**src/rtl/mem_access_unit.sv**
```systemverilog
// MEM-stage data-memory access unit: issues req/ack bus accesses with byte
// enables and lane-replicated store data, extends load data for writeback,
// and reports misaligned accesses and bus timeouts instead of hanging.
module mem_access_unit #(
  parameter int TIMEOUT = 16
) (
  input  logic        clk,
  input  logic        rst,
  input  logic        in_valid,
  output logic        in_ready,
  input  logic        load,
  input  logic        DMWr,
  input  logic [2:0]  EXT_MEM,
  input  logic [1:0]  dm_choose,
  input  logic [31:0] addr,
  input  logic [31:0] wdata,
  output logic        mem_req,
  output logic        mem_we,
  output logic [31:0] mem_addr,
  output logic [3:0]  mem_be,
  output logic [31:0] mem_wdata,
  input  logic        mem_ack,
  input  logic [31:0] mem_rdata,
  output logic        out_valid,
  output logic [31:0] out_rdata,
  output logic        adel,
  output logic        ades,
  output logic        bus_err
);
  localparam int CW = $clog2(TIMEOUT + 1);

  typedef enum logic [1:0] {IDLE, REQ, RESP} state_t;

  state_t        state, state_nx;
  logic [CW-1:0] wcnt;
  logic          ld_q;
  logic [2:0]    ext_q;
  logic [1:0]    ofs_q;

  logic          hs, is_ld, is_st, is_half, is_word, mis;
  logic [3:0]    be_st;
  logic [31:0]   wd_st, ld_ext;
  logic [7:0]    b;
  logic [15:0]   h;

  assign hs        = in_valid & in_ready;
  assign in_ready  = (state == IDLE);
  assign mem_req   = (state == REQ);
  assign out_valid = (state == RESP);

  // Decode access size and alignment; load wins when both load and DMWr are set.
  always_comb begin
    is_ld   = load;
    is_st   = ~load & DMWr;
    is_half = 1'b0;
    is_word = 1'b0;
    if (is_ld) begin
      is_half = (EXT_MEM == 3'b010) || (EXT_MEM == 3'b011);
      is_word = (EXT_MEM[2] == 1'b1) || (EXT_MEM[2:1] == 2'b11);
    end else begin
      is_half = (dm_choose == 2'b01);
      is_word = dm_choose[1];
    end
    mis = (is_ld | is_st) &
          ((is_half & addr[0]) | (is_word & (addr[1:0] != 2'b00)));
  end

  // Store byte enables and lane replication.
  always_comb begin
    be_st = 4'b1111;
    wd_st = wdata;
    if (dm_choose == 2'b00) begin
      be_st = 4'b0001 << addr[1:0];
      wd_st = {4{wdata[7:0]}};
    end else if (dm_choose == 2'b01) begin
      be_st = addr[1] ? 4'b1100 : 4'b0011;
      wd_st = {2{wdata[15:0]}};
    end
  end

  // Load lane extraction and sign/zero extension from the captured offset.
  always_comb begin
    b = mem_rdata[{ofs_q, 3'b000} +: 8];
    h = mem_rdata[{ofs_q[1], 4'b0000} +: 16];
    case (ext_q)
      3'b000:  ld_ext = {{24{b[7]}}, b};
      3'b001:  ld_ext = {24'b0, b};
      3'b010:  ld_ext = {{16{h[15]}}, h};
      3'b011:  ld_ext = {16'b0, h};
      default: ld_ext = mem_rdata;
    endcase
  end

  // Next-state logic: aligned accesses go through REQ, everything else straight to RESP.
  always_comb begin
    state_nx = state;
    case (state)
      IDLE: if (hs) state_nx = ((is_ld | is_st) & ~mis) ? REQ : RESP;
      REQ:  if (mem_ack || (wcnt == CW'(TIMEOUT - 1))) state_nx = RESP;
      RESP: state_nx = IDLE;
      default: state_nx = IDLE;
    endcase
  end

  // State register.
  always_ff @(posedge clk or negedge rst) begin
    if (!rst) state <= IDLE;
    else      state <= state_nx;
  end

  // Capture the access at handshake, track ack wait, and hold results for the RESP cycle.
  always_ff @(posedge clk or negedge rst) begin
    if (!rst) begin
      mem_we    <= 1'b0;
      mem_addr  <= '0;
      mem_be    <= '0;
      mem_wdata <= '0;
      ld_q      <= 1'b0;
      ext_q     <= '0;
      ofs_q     <= '0;
      wcnt      <= '0;
      out_rdata <= '0;
      adel      <= 1'b0;
      ades      <= 1'b0;
      bus_err   <= 1'b0;
    end else begin
      case (state)
        IDLE: if (hs) begin
          mem_we    <= is_st;
          mem_addr  <= {addr[31:2], 2'b00};
          mem_be    <= is_st ? be_st : 4'b1111;
          mem_wdata <= is_st ? wd_st : 32'h0;
          ld_q      <= is_ld;
          ext_q     <= EXT_MEM;
          ofs_q     <= addr[1:0];
          wcnt      <= '0;
          adel      <= is_ld & mis;
          ades      <= is_st & mis;
          bus_err   <= 1'b0;
          out_rdata <= '0;
        end
        REQ: begin
          if (mem_ack) begin
            out_rdata <= ld_q ? ld_ext : 32'h0;
          end else begin
            wcnt <= wcnt + CW'(1);
            if (wcnt == CW'(TIMEOUT - 1)) bus_err <= 1'b1;
          end
        end
        RESP: begin
          out_rdata <= '0;
          adel      <= 1'b0;
          ades      <= 1'b0;
          bus_err   <= 1'b0;
        end
        default: ;
      endcase
    end
  end
endmodule

```
**config.mk**
```make
export PLATFORM = sky130hd
export DESIGN_NAME = mem_access_unit
export DESIGN_NICKNAME = d
export VERILOG_FILES = /design/src/rtl/mem_access_unit.sv
export SDC_FILE = /design/constraint.sdc
export NUM_CORES = 1
export LEC_CHECK = 0
export BUFFER_PORTS_ARGS = -buffer_cell sky130_fd_sc_hd__buf_2
export CAP_MARGIN = 30
export CORE_UTILIZATION = 48
export CTS_CLUSTER_SIZE = 25
export DETAILED_ROUTE_END_ITERATION = 8
export PLACE_DENSITY = 0.79
export SETUP_SLACK_MARGIN = 0.3
export SKIP_CTS_REPAIR_TIMING = 1
export SYNTH_ARGS = -nofsm -noshare
export SYNTH_HDL_FRONTEND = slang
export SYNTH_SLANG_ARGS = --single-unit
```
**constraint.sdc**
```tcl
create_clock -name clk -period 2.3 [get_ports clk]
set_input_delay 0.345 -clock clk [delete_from_list [all_inputs] [get_ports clk]]
set_output_delay 0.345 -clock clk [all_outputs]
set_load 0.01 [all_outputs]
```
==> results of run 1 <==
==> final timing paths <==
check | startpoint | end | depth (start not counted)
worst max-delay path | ext_q[1] | out_rdata[25] | 5
worst min-delay path | addr[12] | mem_addr[12] | 3
worst max register to register | ext_q[1] | out_rdata[25] | 5
worst min register to register | mem_addr[30] | mem_addr[30] | 2
max in group asynchronous | rst | mem_wdata[22] | 3
min in group asynchronous | rst | mem_addr[25] | 3
==> cell usage in the layout, fill, tap and decap left out, drive strengths merged, types with 3 or more instances in the layout <==
cell type	instances
nand2	139
inv	14
dfrtp	115
a221o	23
o21ai	41
mux2	11
nor2	31
a22o	19
nor3b	4
nor2b	3
buf	225
a21oi	30
mux2i	32
clkbuf	27
==> state kept, by name, indices dropped and copies added (netlist names) <==
name,flops
ext_q,3
ofs_q,2
mem_addr,30
mem_be,4
ld_q,1
state,2
ades,1
out_rdata,32
bus_err,1
adel,1
wcnt,5
mem_we,1
mem_wdata,32
==> power by group through the flow <==
stage	clock network [mW]	logic [mW]	registers, mW
6_report	2.52	1.66	2.61
5_1_grt	2.66	1.85	2.66
4_1_cts	2.58	1.67	2.61
3_5_place_dp	0	1.67	2.64
3_3_place_gp	0	1.62	2.62
2_1_floorplan	0	0.834	2.74
==> cells by family after synthesis <==
| logic type | Yosys count | synth area share, % |
|---|---|---|
| buffers and inverters | 50 | 4.061 |
| DFF | 115 | 54.95 |
| AOI/OAI and AO/OA | 126 | 17.20 |
| adders and majority gates | 2 | 0.4777 |
| muxes | 43 | 8.481 |
| and+or+nand+nor | 185 | 14.43 |
| xor gates and xnor gates | 2 | 0.3345 |
| other | 1 | 0.07160 |
==> metal layers <==
metal	track usage, %	wire [µm]	vias to the layer above
li1	-	-	2225
met1	33.71	5969	2245
met2	42.53	6845	225
met3	7.787	1105	27
met4	9.687	312	0
met5	0	0	-
==> worst max-delay path: stages (launching register included) <==
cell,delay [ns]
dfrtp_1,0.56
and2b_1,0.26
a22oi_4,0.29
a2111oi_4,0.14
buf_12,0.17
a221o_2,0.30
==> cell type report <==
cell class | instances | share of cell area, %
Sequential cell | 115 | 40.90
Multi-Input combinational cell | 360 | 30.77
Timing Repair Buffer | 226 | 17.04
Clock buffer | 27 | 7.131
Tap cell | 136 | 2.419
Clock inverter | 4 | 0.9959
Inverter | 14 | 0.7469
==> results.json, run 1 <==
{
  "status": "complete, no violations",
  "hold_slack_ns": 0.03265,
  "numCtsBuffers": 17,
  "layout_setup_ws_ns": 0.4670,
  "viasPerCell": 5.354,
  "drtAntennaViolNets": 0,
  "num_vias": 4722,
  "nFillCells": 842,
  "report.final.slew_viol_count": 0,
  "die_w_um": 106.5,
  "cts_sinks": 115,
  "finalNonFillerCells": 882,
  "routed_wl_mm": 14.23,
  "internal_power_mw": 4.732,
  "period_share_pct": 79.69,
  "wl_per_cell_um": 16.14,
  "multiInputGateArea_um2": 2165,
  "synth_commonest_cells": "138 x nand2_1, 115 x dfrtp_1, 41 x o21ai_0, 32 x mux2i_1",
  "power_mw": 6.796,
  "grt_pass1_wl_mm": 23.12,
  "yosysWarnings": 0,
  "synth-seq-cells": 115,
  "hp-class": "primary input to flop",
  "ff_latch_area_um2": 2878,
  "rrSetupSlack_ns": 0.47,
  "root_buffer": "clkbuf_8",
  "synth-seq-area-share_pct": 54.95,
  "maxCapViolations": 0,
  "nNetsFinal": 843,
  "cts.path.max_buffers": 2,
  "hold_viol": 0,
  "finClkSkew_ns": 0.006777,
  "detail_route.iter0.violations": 240,
  "ioPinCount": 214,
  "crit_arrival_ns": 2.21,
  "pre_cts_ws_ns": 0.2306,
  "cts_tree": "yes",
  "layout-drive-gt1-share_pct": 37.67,
  "rows": 37,
  "critPathRequiredTime_ns": 2.68,
  "setup_viol": 0,
  "fmax_mhz": 545.6,
  "yosysMostFrequentCell": "nand2_1",
  "core_um2": 10460,
  "drc": 0,
  "criticalPathCategory": "flop to flop",
  "area_growth_pct": 34.33,
  "async_flop_share_pct": 100.0,
  "dr.pass1.iters": 5,
  "die_area_um2": 11330,
  "synth-main-ff-cell": "dfrtp_1",
  "yosysTopAreaCell": "dfrtp_1",
  "gp_congestion": 0.9138,
  "antenna_found_initial": 0,
  "p_seq_share_pct": 38.5,
  "power_frac_clock_pct": 37.1,
  "critPathLaunchType": "flop",
  "syn_area_um2": 5238,
  "grt_max_degree": 68,
  "switching_share_pct": 30.37,
  "grt-ovfl-total": 0,
  "grt_pass1_vias": 4667,
  "htreeDepth": 4,
  "ir_drop_uv": 508.9,
  "insertion_delay_ns": 0.50,
  "cts.clk_slew.worst_paths_ns": 0.05,
  "power.density_nw_per_um2": 965.9,
  "synthCells": 524,
  "synth_top_area_share_pct": 54.95,
  "relSlewSlack_pct": 58.19,
  "switchingPower_mw": 2.064,
  "synthDistinctLibCells": 40,
  "antenna_cells": 0,
  "hpwl_mm": 10.34,
  "synth.avg_cell_area_um2": 9.995,
  "power_leakage_nw": 3.857,
  "post-place-cells": 849,
  "tightest_slew_ns": 0.6265,
  "port_buffers": 211,
  "synth_area_leaders": "dfrtp_1 55%, nand2_1 9.9%, mux2i_1 6.1%, o21ai_0 3.9%, a22o_1 3.2%",
  "finish.utilization_pct": 67.24,
  "period_needed_ns": 1.833,
  "synth_edf_count": 0,
  "p_comb_share_pct": 24.5,
  "die_h_um": 106.5,
  "rsz0062_at_grt": "false",
  "placed_area_um2": 6431,
  "cp_max_fo": 16,
  "tns_ns": 0,
  "grt_use_total_pct": 26.39,
  "postLayoutCellArea_um2": 7036,
  "initial_core_util_pct": 50.06,
  "cp-end-kind": "flop"
}
Note: power is estimated with default switching activity, not from simulation.
==> run 2, diff against run 1 <==
- clock period: 2.3 -> 1.75 ns (I/O delays scaled with it)
==> results.json, run 2 (synthesis results as in run 1) <==
{
  "grt_pass1_vias": 4808,
  "ioPinCount": 214,
  "die_h_um": 106.5,
  "finClkSkew_ns": 0.006429,
  "numCtsBuffers": 17,
  "multiInputGateArea_um2": 2338,
  "grt-ovfl-total": 0,
  "hp-class": "primary input to flop",
  "root_buffer": "clkbuf_8",
  "port_buffers": 211,
  "drtAntennaViolNets": 0,
  "die_w_um": 106.5,
  "htreeDepth": 4,
  "power.density_nw_per_um2": 1217,
  "tightest_slew_ns": 0.6820,
  "status": "complete, no violations",
  "relSlewSlack_pct": 54.48,
  "critPathLaunchType": "flop",
  "dr.pass1.iters": 5,
  "layout_common_cells": "208 x buf_2, 137 x nand2_1, 113 x dfrtp_1",
  "gp_congestion": 0.8800,
  "cp_max_fo": 7,
  "num_vias": 5522,
  "antenna_found_initial": 0,
  "ff_latch_area_um2": 2880,
  "detail_route.iter0.violations": 481,
  "cts_sinks": 115,
  "finalNonFillerCells": 961,
  "maxCapViolations": 0,
  "cts_tree": "yes",
  "antenna_cells": 0,
  "period_share_pct": 96.11,
  "grt_max_degree": 48,
  "initial_core_util_pct": 50.06,
  "hold_slack_ns": 0.008177,
  "hpwl_mm": 10.87,
  "layout-drive-gt1-share_pct": 43.39,
  "critPathRequiredTime_ns": 1.49,
  "pre_cts_ws_ns": -0.1621,
  "cp-end-kind": "output port",
  "insertion_delay_ns": 0.52,
  "ir_drop_uv": 663.6,
  "die_area_um2": 11330,
  "criticalPathCategory": "flop to output port",
  "tns_ns": 0,
  "grt_pass1_wl_mm": 23.81,
  "power_leakage_nw": 4.366,
  "rsz0062_at_grt": "true",
  "nFillCells": 641,
  "rows": 37,
  "report.final.slew_viol_count": 0,
  "cts.clk_slew.worst_paths_ns": 0.06,
  "drc": 0,
  "grt_use_total_pct": 27.33,
  "wl_per_cell_um": 19.51,
  "cts.path.max_buffers": 2,
  "postLayoutCellArea_um2": 8165,
  "layout_setup_ws_ns": 0.06815,
  "placed_area_um2": 6591,
  "final_common_cell": "buf_2",
  "post-place-cells": 861,
  "fmax_mhz": 594.6,
  "crit_arrival_ns": 1.42,
  "setup_viol": 0,
  "nNetsFinal": 922,
  "core_um2": 10460,
  "routed_wl_mm": 18.75,
  "area_growth_pct": 55.90,
  "viasPerCell": 5.746,
  "top_regs": "mem_wdata: 32 flops, out_rdata: 32 flops, mem_addr: 30 flops",
  "hold_viol": 0,
  "period_needed_ns": 1.682
}
-- run 2: cell count changes in the layout (fill, tap and decap cells not counted), sizes merged --
| cell | before | now |
|---|---|---|
| dlygate4sd3 | 1 | 43 |
| buf | 225 | 257 |
| clkinvlp | 0 | 3 |
| clkinv | 2 | 4 |
| bufinv | 2 | 3 |
| clkbuf | 27 | 26 |
-- run 2: layer usage --
metal | share of wire [%] | track usage [%] | wire length, µm
met5 | 0 | 0 | 0
met4 | 4.1 | 11.84 | 765
met3 | 9.1 | 8.400 | 1699
met2 | 49 | 44.20 | 9281
met1 | 37 | 33.82 | 7005
-- run 2: cell type report --
| cell class | count | area share [%] |
|---|---|---|
| Clock buffer | 21 | 5.501 |
| Tap cell | 136 | 2.084 |
| Inverter | 14 | 0.6436 |
| Clock inverter | 10 | 1.624 |
| Timing Repair Buffer | 305 | 26.23 |
| Multi-Input combinational cell | 360 | 28.64 |
| Sequential cell | 115 | 35.27 |
-- run 2: worst paths after layout --
| path | start | end | slack [ns] | depth (start not counted) |
|---|---|---|---|---|
| worst min register to register | mem_wdata[24] | mem_wdata[24] | 0.47 | 2 |
| min in group asynchronous | rst | out_rdata[11] | 0.25 | 2 |
| worst min-delay path | mem_rdata[16] | out_rdata[16] | 0.008 | 2 |
| worst max-delay path | state[0] | out_valid | 0.07 | 3 |
| worst max register to register | ofs_q[0] | out_rdata[29] | 0.07 | 5 |
| max in group asynchronous | rst | wcnt[1] | 0.89 | 3 |
-- run 2: worst max-delay path, stage by stage (launching register included) --
cell     delay (ns)
dfrtp_1        0.40
buf_6          0.14
and2b_1        0.24
buf_6          0.12
-- run 2: stage by stage --
| step | power, mW | util (%) |
|---|---|---|
| 3_3_place_gp | 5.732 | 63.00 |
| 6_report | 9.937 | 78.04 |
| 4_1_cts | 9.260 | 68.56 |
| 5_1_grt | 10.33 | 78.04 |
| 3_5_place_dp | 5.828 | 63.00 |
| 2_1_floorplan | 4.735 | - |
-- run 2: power breakdown --
group	leakage (nW)	switching [mW]	internal [mW]
clock	0.280	1.21	2.22
sequential	1.50	0.334	3.12
combinational	2.58	1.65	1.40
==> run 3, diff against run 2 <==
- CORE_UTILIZATION: 48 -> 52
- PLACE_DENSITY: 0.79 -> 0.88
- clock period: 1.75 -> 2.11 ns (I/O delays scaled with it)
==> results.json, run 3 (synthesis results as in run 1) <==
{
  "status": "complete, no violations",
  "grt_use_total_pct": 29.55,
  "viasPerCell": 5.568,
  "htreeDepth": 4,
  "grt_pass1_wl_mm": 23.06,
  "cp_max_fo": 16,
  "grt_pass1_vias": 4747,
  "criticalPathCategory": "flop to flop",
  "drc": 0,
  "layout_common_cells": "210 x buf_2, 137 x nand2_1, 112 x dfrtp_1",
  "fmax_mhz": 569.4,
  "wl_met3_mm": 1.363,
  "min_path_cells": 3,
  "setup_viol": 0,
  "hold_viol": 0,
  "report.final.slew_viol_count": 0,
  "reg2reg_depth": 5,
  "die_w_um": 102.4,
  "layout-drive-gt1-share_pct": 38.91,
  "die_h_um": 102.4,
  "final_common_cell": "buf_2",
  "ioPinCount": 214,
  "power.density_nw_per_um2": 1060,
  "finClkSkew_ns": 0.007678,
  "cts_sinks": 115,
  "critPathLaunchType": "flop",
  "ff_latch_area_um2": 2882,
  "rows": 36,
  "area_growth_pct": 40.28,
  "root_buffer": "clkbuf_8",
  "die_area_um2": 10480,
  "hp-class": "primary input to flop",
  "tns_ns": 0,
  "detail_route.iter0.violations": 269,
  "maxCapViolations": 0,
  "cts.path.max_buffers": 2,
  "period_share_pct": 83.23,
  "gp_congestion": 0.8875,
  "relSlewSlack_pct": 57.71,
  "hold_end": "mem_addr[2]",
  "initial_core_util_pct": 53.58,
  "multiInputGateArea_um2": 2197,
  "top_regs": "mem_wdata: 32 flops, out_rdata: 32 flops, mem_addr: 30 flops",
  "wl_met2_mm": 8.186,
  "worstHoldStart": "addr[2]",
  "rsz0062_at_grt": "true",
  "routed_wl_mm": 16.13,
  "rrSetupSlack_ns": 0.35,
  "power_leakage_nw": 3.993,
  "layout_setup_ws_ns": 0.3538,
  "nNetsFinal": 867,
  "rr_endpoint": "out_rdata[31]",
  "cts_tree": "yes",
  "tightest_slew_ns": 0.6343,
  "grt-ovfl-total": 0,
  "grt_max_degree": 47,
  "antenna_found_initial": 0,
  "dr.pass1.iters": 5,
  "pre_cts_ws_ns": 0.02964,
  "core_um2": 9774,
  "insertion_delay_ns": 0.52,
  "num_vias": 5039,
  "ir_drop_uv": 752.4,
  "highest_layer": "met4",
  "wl_per_cell_um": 17.83,
  "drtAntennaViolNets": 0,
  "numCtsBuffers": 17,
  "nFillCells": 659,
  "r2r-start": "ofs_q[0]",
  "critPathRequiredTime_ns": 2.50,
  "cp-end-kind": "flop",
  "port_buffers": 211,
  "crit_arrival_ns": 2.15,
  "met1Wirelength_mm": 6.290,
  "cts.clk_slew.worst_paths_ns": 0.05,
  "period_needed_ns": 1.756,
  "hpwl_mm": 10.69
}
-- run 3: how the worst max path moves through the flow --
stage | startpoint | endpoint | slack, ns
2_1_floorplan | ofs_q[0] | out_rdata[22] | 0.41
3_3_place_gp | state[1] | out_rdata[31] | 0.17
3_5_place_dp | state[1] | out_rdata[31] | 0.03
4_1_cts | state[1] | out_rdata[31] | 0.01
5_1_grt | state[1] | in_ready | 0.29
6_report | ofs_q[0] | out_rdata[31] | 0.35
-- run 3: worst max-delay path: stages (launching register included) --
cell       delay, ns
dfrtp_2         0.42
mux2_2          0.39
a22oi_4         0.23
a2111oi_4       0.10
buf_6           0.17
a221o_2         0.32
-- run 3: layer usage --
metal / global-route usage [%] / vias to the layer above
met3: 10.12 / 25
li1: - / 2276
met4: 11.87 / 0
met1: 35.29 / 2474
met2: 49.10 / 264
met5: 0 / -
-- run 3: stage by stage --
stage                     instances  hold WS (ns)  total power, mW  cell area, µm²  util [%]
final                           905      0.001066            7.789            7347     75.17
after floorplan                 525       0.02091            3.896            5241         -
after global placement          850        0.3522            4.636            6482     66.32
after global routing            904     -0.007070            8.149            7345     75.14
after detailed placement        851        0.3581            4.736            6497     66.47
after CTS                       883       -0.1865            7.676            7109     72.73
-- run 3: report_power, final --
part / internal, mW / switching, mW
Combinational: 0.831 / 1.16
Sequential: 2.59 / 0.281
Clock: 1.95 / 0.984
-- run 3: cell type report --
class,count,share of cell area [%]
Antenna cell,1,0.03406
Clock buffer,23,6.625
Clock inverter,9,1.703
Inverter,14,0.7153
Multi-Input combinational cell,361,29.90
Sequential cell,115,39.22
Tap cell,133,2.265
Timing Repair Buffer,249,19.53
